**config.mk**
```make
export PLATFORM = sky130hd
export DESIGN_NAME = pipelined_cla_adder
export DESIGN_NICKNAME = d
export VERILOG_FILES = /design/src/rtl/cla_pkg.sv /design/src/rtl/cla4_group.sv /design/src/rtl/pipelined_cla_adder.sv
export SDC_FILE = /design/constraint.sdc
export NUM_CORES = 1
export LEC_CHECK = 0
export BUFFER_PORTS_ARGS = -buffer_cell sky130_fd_sc_hd__buf_2
export CORE_UTILIZATION = 59
export CTS_BUF_LIST = sky130_fd_sc_hd__clkbuf_4
export DETAILED_ROUTE_END_ITERATION = 6
export PLACE_DENSITY = 0.89
export SYNTH_ARGS = -nofsm -noshare
export SYNTH_HDL_FRONTEND = slang
export SYNTH_SLANG_ARGS = --single-unit
```
**constraint.sdc**
```tcl
create_clock -name clk -period 1.76 [get_ports clk]
set_input_delay 0.088 -clock clk [delete_from_list [all_inputs] [get_ports clk]]
set_output_delay 0.088 -clock clk [all_outputs]
set_load 0.02 [all_outputs]
```
**src/rtl/cla_pkg.sv**
```systemverilog
// Shared definitions for the pipelined carry-lookahead adder: group width,
// the two-level 4-bit lookahead function and the piped MSB operand bits.
package cla_pkg;

  localparam int GROUP_W = 4;

  // Operand MSBs carried down the pipe for the signed-overflow flag.
  typedef struct packed {
    logic a;
    logic b;
  } msb_bits_t;

  // Returns {carry_out, sum[3:0]}; carries are flattened to two-level
  // sum-of-products so no carry ripples inside the group.
  function automatic logic [GROUP_W:0] cla4(input logic [GROUP_W-1:0] a4,
                                            input logic [GROUP_W-1:0] b4,
                                            input logic               cin);
    logic [GROUP_W-1:0] g;
    logic [GROUP_W-1:0] p;
    logic [GROUP_W:0]   c;
    g    = a4 & b4;
    p    = a4 ^ b4;
    c[0] = cin;
    c[1] = g[0] | (p[0] & cin);
    c[2] = g[1] | (p[1] & g[0]) | (p[1] & p[0] & cin);
    c[3] = g[2] | (p[2] & g[1]) | (p[2] & p[1] & g[0]) | (p[2] & p[1] & p[0] & cin);
    c[4] = g[3] | (p[3] & g[2]) | (p[3] & p[2] & g[1]) | (p[3] & p[2] & p[1] & g[0])
         | (p[3] & p[2] & p[1] & p[0] & cin);
    return {c[4], p ^ c[GROUP_W-1:0]};
  endfunction

endpackage

```
**src/rtl/cla4_group.sv**
```systemverilog
// Purely combinational 4-bit carry-lookahead slice; one instance per pipeline stage.
module cla4_group
  import cla_pkg::*;
(
  input  logic [GROUP_W-1:0] a4,
  input  logic [GROUP_W-1:0] b4,
  input  logic               cin,
  output logic [GROUP_W-1:0] s4,
  output logic               cout
);

  assign {cout, s4} = cla4(a4, b4, cin);

endmodule

```
**src/rtl/pipelined_cla_adder.sv**
```systemverilog
// WIDTH-bit add/subtract, pipelined one 4-bit CLA group per stage, valid/ready on both sides.
// Define CLA_FLAGS_EN to build the registered ovf/zero flags; otherwise they are tied to 0.
module pipelined_cla_adder
  import cla_pkg::*;
#(
  parameter int WIDTH = 16
) (
  input  logic             clk,
  input  logic             rst_n,
  input  logic             in_valid,
  output logic             in_ready,
  input  logic [WIDTH-1:0] a,
  input  logic [WIDTH-1:0] b,
  input  logic             c0,
  input  logic             sub,
  output logic             out_valid,
  input  logic             out_ready,
  output logic [WIDTH-1:0] f,
  output logic             cout,
  output logic             ovf,
  output logic             zero
);

  localparam int NGROUPS = WIDTH / GROUP_W;
  localparam int LAST    = NGROUPS - 1;

  // Stage k holds result bits of groups 0..k, the carry out of group k and the
  // operands, whose slices above group k are still to be processed.
  typedef struct packed {
    logic             valid;
    logic [WIDTH-1:0] res;
    logic             carry;
    logic [WIDTH-1:0] opa;
    logic [WIDTH-1:0] opb;
`ifdef CLA_FLAGS_EN
    msb_bits_t        msb;
`endif
  } stage_t;

  stage_t stage_q [NGROUPS];
  stage_t stage_d [NGROUPS];

  logic [GROUP_W-1:0] grp_a  [NGROUPS];
  logic [GROUP_W-1:0] grp_b  [NGROUPS];
  logic               grp_c  [NGROUPS];
  logic [GROUP_W-1:0] grp_s  [NGROUPS];
  logic               grp_co [NGROUPS];

  logic             adv;
  logic [WIDTH-1:0] b_eff;
  logic             cin_eff;

  // A single global enable: the whole pipe stalls only when the output slot is full.
  assign adv      = !stage_q[LAST].valid || out_ready;
  assign in_ready = adv;

  // Subtraction is A + ~B + 1; c0 is ignored in that mode.
  assign b_eff   = sub ? ~b : b;
  assign cin_eff = sub | c0;

  always_comb begin
    grp_a[0] = a[GROUP_W-1:0];
    grp_b[0] = b_eff[GROUP_W-1:0];
    grp_c[0] = cin_eff;
    for (int k = 1; k < NGROUPS; k++) begin
      grp_a[k] = stage_q[k-1].opa[GROUP_W*k +: GROUP_W];
      grp_b[k] = stage_q[k-1].opb[GROUP_W*k +: GROUP_W];
      grp_c[k] = stage_q[k-1].carry;
    end
  end

  for (genvar k = 0; k < NGROUPS; k++) begin : g_grp
    cla4_group u_cla4 (
      .a4   (grp_a[k]),
      .b4   (grp_b[k]),
      .cin  (grp_c[k]),
      .s4   (grp_s[k]),
      .cout (grp_co[k])
    );
  end

  // NOTE: every field of every stage_d entry is assigned on every path (whole-struct
  // default first), so this block cannot infer a latch.
  always_comb begin
    stage_d[0]                    = '0;
    stage_d[0].valid              = in_valid;
    stage_d[0].res[GROUP_W-1:0]   = grp_s[0];
    stage_d[0].carry              = grp_co[0];
    stage_d[0].opa                = a;
    stage_d[0].opb                = b_eff;
`ifdef CLA_FLAGS_EN
    stage_d[0].msb.a              = a[WIDTH-1];
    stage_d[0].msb.b              = b_eff[WIDTH-1];
`endif
    for (int k = 1; k < NGROUPS; k++) begin
      stage_d[k]                            = stage_q[k-1];
      stage_d[k].res[GROUP_W*k +: GROUP_W]  = grp_s[k];
      stage_d[k].carry                      = grp_co[k];
    end
  end

  // NOTE: data registers are reset along with the valid bits so f/cout read 0
  // (not X) after reset; reset also drops every in-flight transaction.
  always_ff @(posedge clk or negedge rst_n) begin
    if (!rst_n) begin
      for (int k = 0; k < NGROUPS; k++) begin
        stage_q[k] <= '0;
      end
    end else if (adv) begin
      // NOTE: non-blocking so every stage samples its predecessor's pre-edge value.
      stage_q <= stage_d;
    end
  end

  assign out_valid = stage_q[LAST].valid;
  assign f         = stage_q[LAST].res;
  assign cout      = stage_q[LAST].carry;

`ifdef CLA_FLAGS_EN
  logic ovf_d;
  logic ovf_q;
  logic zero_d;
  logic zero_q;

  // Flags are formed from the final stage's next-state so they register with f.
  always_comb begin
    ovf_d  = (stage_d[LAST].msb.a == stage_d[LAST].msb.b) &&
             (stage_d[LAST].res[WIDTH-1] != stage_d[LAST].msb.a);
    zero_d = (stage_d[LAST].res == '0);
  end

  always_ff @(posedge clk or negedge rst_n) begin
    if (!rst_n) begin
      ovf_q  <= 1'b0;
      zero_q <= 1'b0;
    end else if (adv) begin
      ovf_q  <= ovf_d;
      zero_q <= zero_d;
    end
  end

  assign ovf  = ovf_q;
  assign zero = zero_q;
`else
  assign ovf  = 1'b0;
  assign zero = 1'b0;
`endif

endmodule
```
# == Word-level counts from Yosys, hierarchy flattened ==
# Index checks and enable logic that the tools add are counted.
# op_classes
muxes,1
bitwise,118
n_reduce_logical,2
# op_table
op,count
bitwise AND 1 bit,64
bitwise OR 1 bit,41
XOR 4 bit,8
bitwise AND 4 bit,4
2-to-1 mux 16 bit,1
inverter 16 bit,1
logical NOT 1 bit,1
logical OR 1 bit,1
# word_totals
regBits,144
inputBits,38
out_inout_bits,21
elab_cells,139

# == Logic depth before layout (Yosys ltp) ==
# Gate-level depths: netlist (run 1).
# logic_depth
word_depth,8
mapped_depth,8
depth_no_buf,6

# == By module ==
# Synthesis (run 1) repeated with hierarchy kept, for this count alone.
# unflattened
hier_cells,286
hier_area_um2,4421.7
# modules_own_cells
module,instances,cells_per_inst,area_each_um2,seq_area_each_um2
pipelined_cla_adder,1,226,3861.2,2402.3
cla4_group (g_grp[0].u_cla4 ...),2,17,147.6,0.0
cla4_group (g_grp[2].u_cla4 ...),2,13,132.6,0.0

# == Worst setup path after synthesis (run 1) ==
# OpenSTA, ideal clock, no wires.
# synth_timing
path_kind,input port to flip-flop
start,input port sub
end,"register stage_q, in the netlist grp_c[2]"
setup_time_ps,124
arrival_ps,1472
t_required_ps,1636
path_slack_ps,165
cell_stages,8
path_buffers,2
cell_sequence,buf_6 -> buf_4 -> xor2_1 -> ha_1 -> o21ai_0 -> a21oi_1 -> o21a_1 -> o31a_1
# synth_via
elab_chain_cells,7
elab_cells_between_ends,15
cone_classes,mux: 1; bitwise: 14
# synth_lines
item,line_no,source
from (decl),pipelined_cla_adder.sv:15,"input logic sub,"
2-to-1 mux 16 bit,pipelined_cla_adder.sv:58,assign b_eff = sub ? ~b : b;
XOR 4 bit / bitwise AND 4 bit (equally long branches),"cla_pkg.sv:22, cla_pkg.sv:21",
bitwise AND 1 bit (on tied branches),"cla_pkg.sv:27, cla_pkg.sv:28",
bitwise OR 1 bit (tied with other cells) (2 in series),cla_pkg.sv:27,c[4] = g[3] | (p[3] & g[2]) | (p[3] & p[2] & g[1]) | (p[3] & p[2] & p[1] & g[0])
bitwise OR 1 bit / bitwise AND 1 bit (equally long branches),"cla_pkg.sv:27, cla_pkg.sv:28",
bitwise OR 1 bit (*),cla_pkg.sv:28,| (p[3] & p[2] & p[1] & p[0] & cin);
to (signal assigned),pipelined_cla_adder.sv:111,stage_q <= stage_d;
to (decl),pipelined_cla_adder.sv:40,stage_t stage_q [NGROUPS];
# Every way passes the cells marked *; elsewhere a longest branch is shown, timed or not.
# A chain may end at the register's enable or synchronous reset.

# == Worst setup path after layout (run 1) ==
# layout_timing
start,"register stage_q, in the netlist out_valid"
end,output port in_ready
# layout_via
elab_chain_cells,2
# layout_lines
item,line_no,source
logical NOT 1 bit,pipelined_cla_adder.sv:54,assign adv = !stage_q[LAST].valid || out_ready;
logical OR 1 bit,pipelined_cla_adder.sv:54,
to (decl),pipelined_cla_adder.sv:11,"output logic in_ready,"
# Every way passes these cells.

==> impl_metrics.tcl, run 1 <==
set metrics [dict create \
    status "complete, no violations" \
    crit_fanout 22 \
    chipWidth_um 87.4 \
    seq_area_mm2 0.00240 \
    grt-ovfl-total 0 \
    final_cell_mix "nand2_1 (217), dfrtp_1 (96), buf_2 (55)" \
    setup_tns_ns 0 \
    cts_made_buffers 9 \
    crit_required_ns 1.67 \
    drt-total-wl_mm 8.48 \
    first_iter_violations 203 \
    slew_violations 0 \
    fp-row-count 30 \
    antenna_found_initial 0 \
    io_pins 59 \
    gr-usage-all-layers_pct 24.5 \
    die_area_mm2 0.00763 \
    cp-start-kind "register" \
    hp-class "primary input to async pin" \
    vias 3238 \
    cts-htree-levels 3 \
    hold_ws_ns 0.0807 \
    critical_path_class "register to output pin" \
    fin_nets 598 \
    tritoncts "built" \
    synth-edff-count 0 \
    period_needed_ns 1.63 \
    ys_warn_count 0 \
    synth_area_mm2 0.00430 \
    final.period_utilization_pct 92.8 \
    wl_per_cell_um 13.3 \
    p_leak_uw 0.00264 \
    multiInputGateArea_mm2 0.00174 \
    hpwl_mm 5.36 \
    syn_area_per_cell_um2 9.32 \
    grt_max_degree 106 \
    ys.flop_type "dfrtp_1" \
    place_inst 595 \
    drt.antenna.violating_nets 0 \
    die_h_um 87.4 \
    synth-seq-cells 96 \
    synth_cells 461 \
    routed_via_density 5.08 \
    ys_types 27 \
    numPortBuffers 56 \
    worstPathArrival_ns 1.55 \
    grt_pass1_wl_mm 14.1 \
    rsz0062_at_grt "no" \
    power_density_mw_per_mm2 1630 \
    fmax_mhz 612 \
    clk_latency_ns 0.45 \
    final_common_cell "nand2_1" \
    clkTransAtPathRegs_ns 0.15 \
    place.gp.congestion 0.797 \
    drc_errors 0 \
    initial_core_util_pct 62.2 \
    finalPower_uw 8350 \
    clkSinkCount 96 \
    skew_ns 0.0160 \
    diodes 0 \
    reg2reg_from "grp_b[0]$_DFFE_PN0P_" \
    root_buffer "clkbuf_4" \
    firstDrtPassIters 6 \
    core_mm2 0.00691 \
    worst_setup_path_end_kind "output pin" \
    rr_endpoint "cout$_DFFE_PN0P_" \
    r2r_cells 5 \
    cap_viol_max_count 0 \
    fin_cells 638 \
    grt_pass1_vias 3084 \
    async_flop_share_pct 100 \
    areaGrowthSynthToFinish_pct 19.0 \
    layout-drive-gt1-share_pct 14.9 \
    fill_cells 510 \
    synth-seq-area-share_pct 55.9 \
    regToRegSetupSlack_ns 0.16 \
    clock_path_buffers 2 \
    irDropWorstVdd_mv 0.618 \
    hold_viol 0 \
    setup_viol 0 \
]
==> flip-flops by register name, summed over array words and instances (netlist names) <==
| register | cells |
|---|---|
| grp_c | 3 |
| f | 16 |
| grp_b | 12 |
| grp_a | 12 |
| out_valid | 1 |
| cout | 1 |
| stage_d | 51 |
==> metrics by stage <==
| step | setup slack (ns) | cell area (um^2) | utilization, % |
|---|---|---|---|
| 4_1_cts | 0.0150 | 5080 | 73.6 |
| 3_3_place_gp | 0.238 | 4660 | 67.4 |
| 3_5_place_dp | 0.171 | 4660 | 67.4 |
| 6_report | 0.126 | 5120 | 74.1 |
| 5_1_grt | 0.0547 | 5120 | 74.1 |
| 2_1_floorplan | 0.165 | 4300 | - |
==> cells in the mapped netlist, types with 2 or more instances <==
cell type  number  area share (%)
a211oi_1        6             1.0
a21o_1          3            0.52
a21oi_1        12             1.4
buf_2          14             1.6
buf_4           8             1.4
clkbuf_1        2            0.17
dfrtp_1        96              56
fa_1            4             1.9
ha_1           18             5.2
inv_1           5            0.44
nand2_1       217              19
nor2_1          8            0.70
nor3_1          2            0.23
o21ai_0        29             3.4
o21bai_1        3            0.52
xnor2_1        17             3.5
xor2_1          7             1.4
==> worst max-delay path, cell delays in order, from the launching register on <==
cell and delay (ns):
dfrtp_1 0.41, nor2b_4 0.15, inv_6 0.16, buf_12 0.19, buf_2 0.18
==> report_power, final <==
group          switching, uW  internal (uW)  total [uW]
Clock                    711            565        1280
Combinational           1950           1360        3310
Sequential               579           3180        3760
Total                   3240           5110        8350
==> final cells by class <==
cell class,count,share of cell area [%]
flip-flops and latches,96,47.0
multi-input cells,335,34.0
repair buffers,90,13.2
well taps,96,2.35
clock inverters,6,1.66
clock buffers,9,1.32
inverters,6,0.538
==> what timing repair did <==
| item | 4_1_cts | 5_1_grt |
|---|---|---|
| cloned | 0 | 1 |
| setup buffers | 0 | 0 |
| hold buffers | 27 | 0 |
| gates resized for setup | 1 | 2 |
| endpoints found under the hold margin | 122 | 0 |
| endpoints found under the setup margin | 1 | 2 |
==> cell families (layout without fill, tap and decap cells) <==
| kind of cell | after synthesis | in the layout | share of synthesized area [%] |
|---|---|---|---|
| buffers and inverters | 31 | 111 | 3.99 |
| AOI/OAI and AO/OA | 58 | 58 | 7.86 |
| xor gates and xnor gates | 24 | 24 | 4.89 |
| DFF | 96 | 96 | 55.9 |
| and+or+nand+nor | 229 | 229 | 20.2 |
| adders and majority gates | 22 | 22 | 7.10 |
| other | 1 | 2 | 0.0873 |
==> metal layers <==
| layer | vias up | routed length, um | track usage [%] | share of wire, % |
|---|---|---|---|---|
| met1 | 1528 | 3750 | 31.6 | 44 |
| li1 | 1603 | - | - | - |
| met4 | 0 | 210 | 12.1 | 2.5 |
| met2 | 87 | 4210 | 40.1 | 50 |
| met5 | - | 0 | 0 | 0 |
| met3 | 20 | 315 | 4.17 | 3.7 |
==> worst max-delay path by stage <==
stage | start | end | slack (ns) | depth (start not counted)
after global routing | out_valid$_DFFE_PN0P_ | in_ready | 0.05 | 4
after detailed placement | sub | grp_c[2]$_DFFE_PN0P_ | 0.17 | 7
after CTS | out_valid$_DFFE_PN0P_ | in_ready | 0.02 | 4
after floorplan | sub | grp_c[2]$_DFFE_PN0P_ | 0.16 | 8
final | out_valid$_DFFE_PN0P_ | in_ready | 0.13 | 4
after global placement | sub | grp_c[2]$_DFFE_PN0P_ | 0.24 | 7
No activity file was read; power rests on OpenSTA's default activity.
==> run 2: changes to the inputs <==
--- a/config.mk
+++ b/config.mk
@@ -9,7 +9,9 @@
 export CORE_UTILIZATION = 59
 export CTS_BUF_LIST = sky130_fd_sc_hd__clkbuf_4
 export DETAILED_ROUTE_END_ITERATION = 6
+export MAX_ROUTING_LAYER = met4
 export PLACE_DENSITY = 0.89
+export SLEW_MARGIN = 25
 export SYNTH_ARGS = -nofsm -noshare
 export SYNTH_HDL_FRONTEND = slang
 export SYNTH_SLANG_ARGS = --single-unit
==> impl_metrics.tcl, run 2 (synthesis results as in run 1) <==
set metrics [dict create \
    die_area_mm2 0.00763 \
    status "complete, no violations" \
    place.gp.congestion 0.809 \
    fmax_mhz 611 \
    setup_viol 0 \
    final.period_utilization_pct 93.0 \
    final_area_mm2 0.00512 \
    grt_pass1_wl_mm 14.1 \
    power_density_mw_per_mm2 1630 \
    setup_ws_ns 0.124 \
    drt-total-wl_mm 8.46 \
    cp-start-kind "register" \
    hold_viol 0 \
    crit_required_ns 1.67 \
    hold_depth 4 \
    root_buffer "clkbuf_4" \
    hpwl_mm 5.36 \
    rsz0062_at_grt "no" \
    clock_path_buffers 2 \
    diodes 0 \
    grt_pass1_vias 3089 \
    wl_per_cell_um 13.3 \
    period_needed_ns 1.64 \
    final_common_cell "nand2_1" \
    irDropWorstVdd_mv 0.619 \
    grt_max_degree 106 \
    io_pins 59 \
    place_area_mm2 0.00466 \
    chipWidth_um 87.4 \
    post_cts_buffers 0 \
    drc_errors 0 \
    switching_share_pct 38.8 \
    vias 3246 \
    fill_cells 510 \
    initial_core_util_pct 62.2 \
    tritoncts "built" \
    die_h_um 87.4 \
    first_iter_violations 208 \
    layout-drive-gt1-share_pct 14.9 \
    pwr-share-clk_pct 15.3 \
    finalPower_uw 8350 \
    fin_util_pct 74.1 \
    firstDrtPassIters 5 \
    areaGrowthSynthToFinish_pct 19.0 \
    worst_setup_path_end_kind "output pin" \
    clkTransAtPathRegs_ns 0.14 \
    cts-htree-levels 3 \
    hp-class "primary input to register" \
    clkSinkCount 96 \
    p_leak_uw 0.00264 \
    fin_nets 598 \
    preCtsSetupSlack_ns 0.171 \
    final_cell_mix "nand2_1 (217), dfrtp_1 (96), buf_2 (55)" \
    crit_fanout 22 \
    antenna_found_initial 0 \
    slew_violations 0 \
    numPortBuffers 56 \
    setup_tns_ns 0 \
    worstPathArrival_ns 1.55 \
    clk_latency_ns 0.44 \
    r2r_cells 5 \
    routed_via_density 5.09 \
    drt.antenna.violating_nets 0 \
    gr-usage-all-layers_pct 25.2 \
    p_sw_uw 3240 \
    largest_reg_flops 51 \
    grt-ovfl-total 0 \
    skew_ns 0.0113 \
    fp-row-count 30 \
    cap_viol_max_count 0 \
    internal_power_uw 5110 \
    comb_power_share_pct 39.7 \
    critical_path_class "register to output pin" \
    cts_made_buffers 9 \
    p_seq_share_pct 45.1 \
    core_mm2 0.00691 \
]
## run 2: cell counts in the layout (fill, tap and decap cells not counted)
Identical to the previous run, type by type.
## run 2: critical path: stages, from the launching register on
cell and delay (ns):
dfrtp_1 0.41, nor2b_4 0.15, inv_6 0.16, buf_12 0.19, buf_2 0.18
## run 2: final cells by class
type                    instances  area [um^2]  share of cell area (%)
clock buffers                   9         67.6                    1.32
well taps                      96          120                    2.35
flip-flops and latches         96         2400                    47.0
multi-input cells             335         1740                    34.0
clock inverters                 6         85.1                    1.66
inverters                       6         27.5                   0.538
repair buffers                 90          673                    13.2
## run 2: path summary, 6_finish.rpt
path	end	slack, ns	start
min reg2reg	f[9]$_DFFE_PN0P_	0.48	f[9]$_DFFE_PN0P_
max in group asynchronous	stage_d[78]$_DFFE_PN0P_	1.02	rst_n
min in group asynchronous	grp_a[8]$_DFFE_PN0P_	0.09	rst_n
max reg2reg	cout$_DFFE_PN0P_	0.16	grp_b[0]$_DFFE_PN0P_
min	stage_d[133]$_DFFE_PN0P_	0.08	a[0]
max	in_ready	0.12	out_valid$_DFFE_PN0P_
## run 2: power groups by stage
stage          clock network [uW]  logic, uW  registers, uW
6_report                     1270       3310           3760
4_1_cts                      1290       3250           3750
5_1_grt                      1390       3740           3870
3_3_place_gp                    0       2960           3730
3_5_place_dp                    0       3170           3800
2_1_floorplan                   0       2120           3920
## run 2: metal layers
| layer | vias up | global-route usage (%) | share of wire [%] |
|---|---|---|---|
| met2 | 85 | 40.1 | 50 |
| li1 | 1604 | - | - |
| met1 | 1537 | 31.7 | 44 |
| met4 | 0 | 12.1 | 2.5 |
| met5 | - | - | 0 |
| met3 | 20 | 4.08 | 3.4 |
## run 2: per-stage QoR
stage,hold slack (ns),instances
after floorplan,-0.208,462
after global placement,0.0178,595
after detailed placement,0.0220,595
after CTS,0.0651,637
after global routing,0.0871,638
final,0.0812,638
## run 2: timing repair
item / CTS / global route
endpoints found under the setup margin: 1 / 2
hold endpoints to repair: 122 / 0
hold buffers: 27 / 0
resized for setup: 1 / 2
cloned: 0 / 1
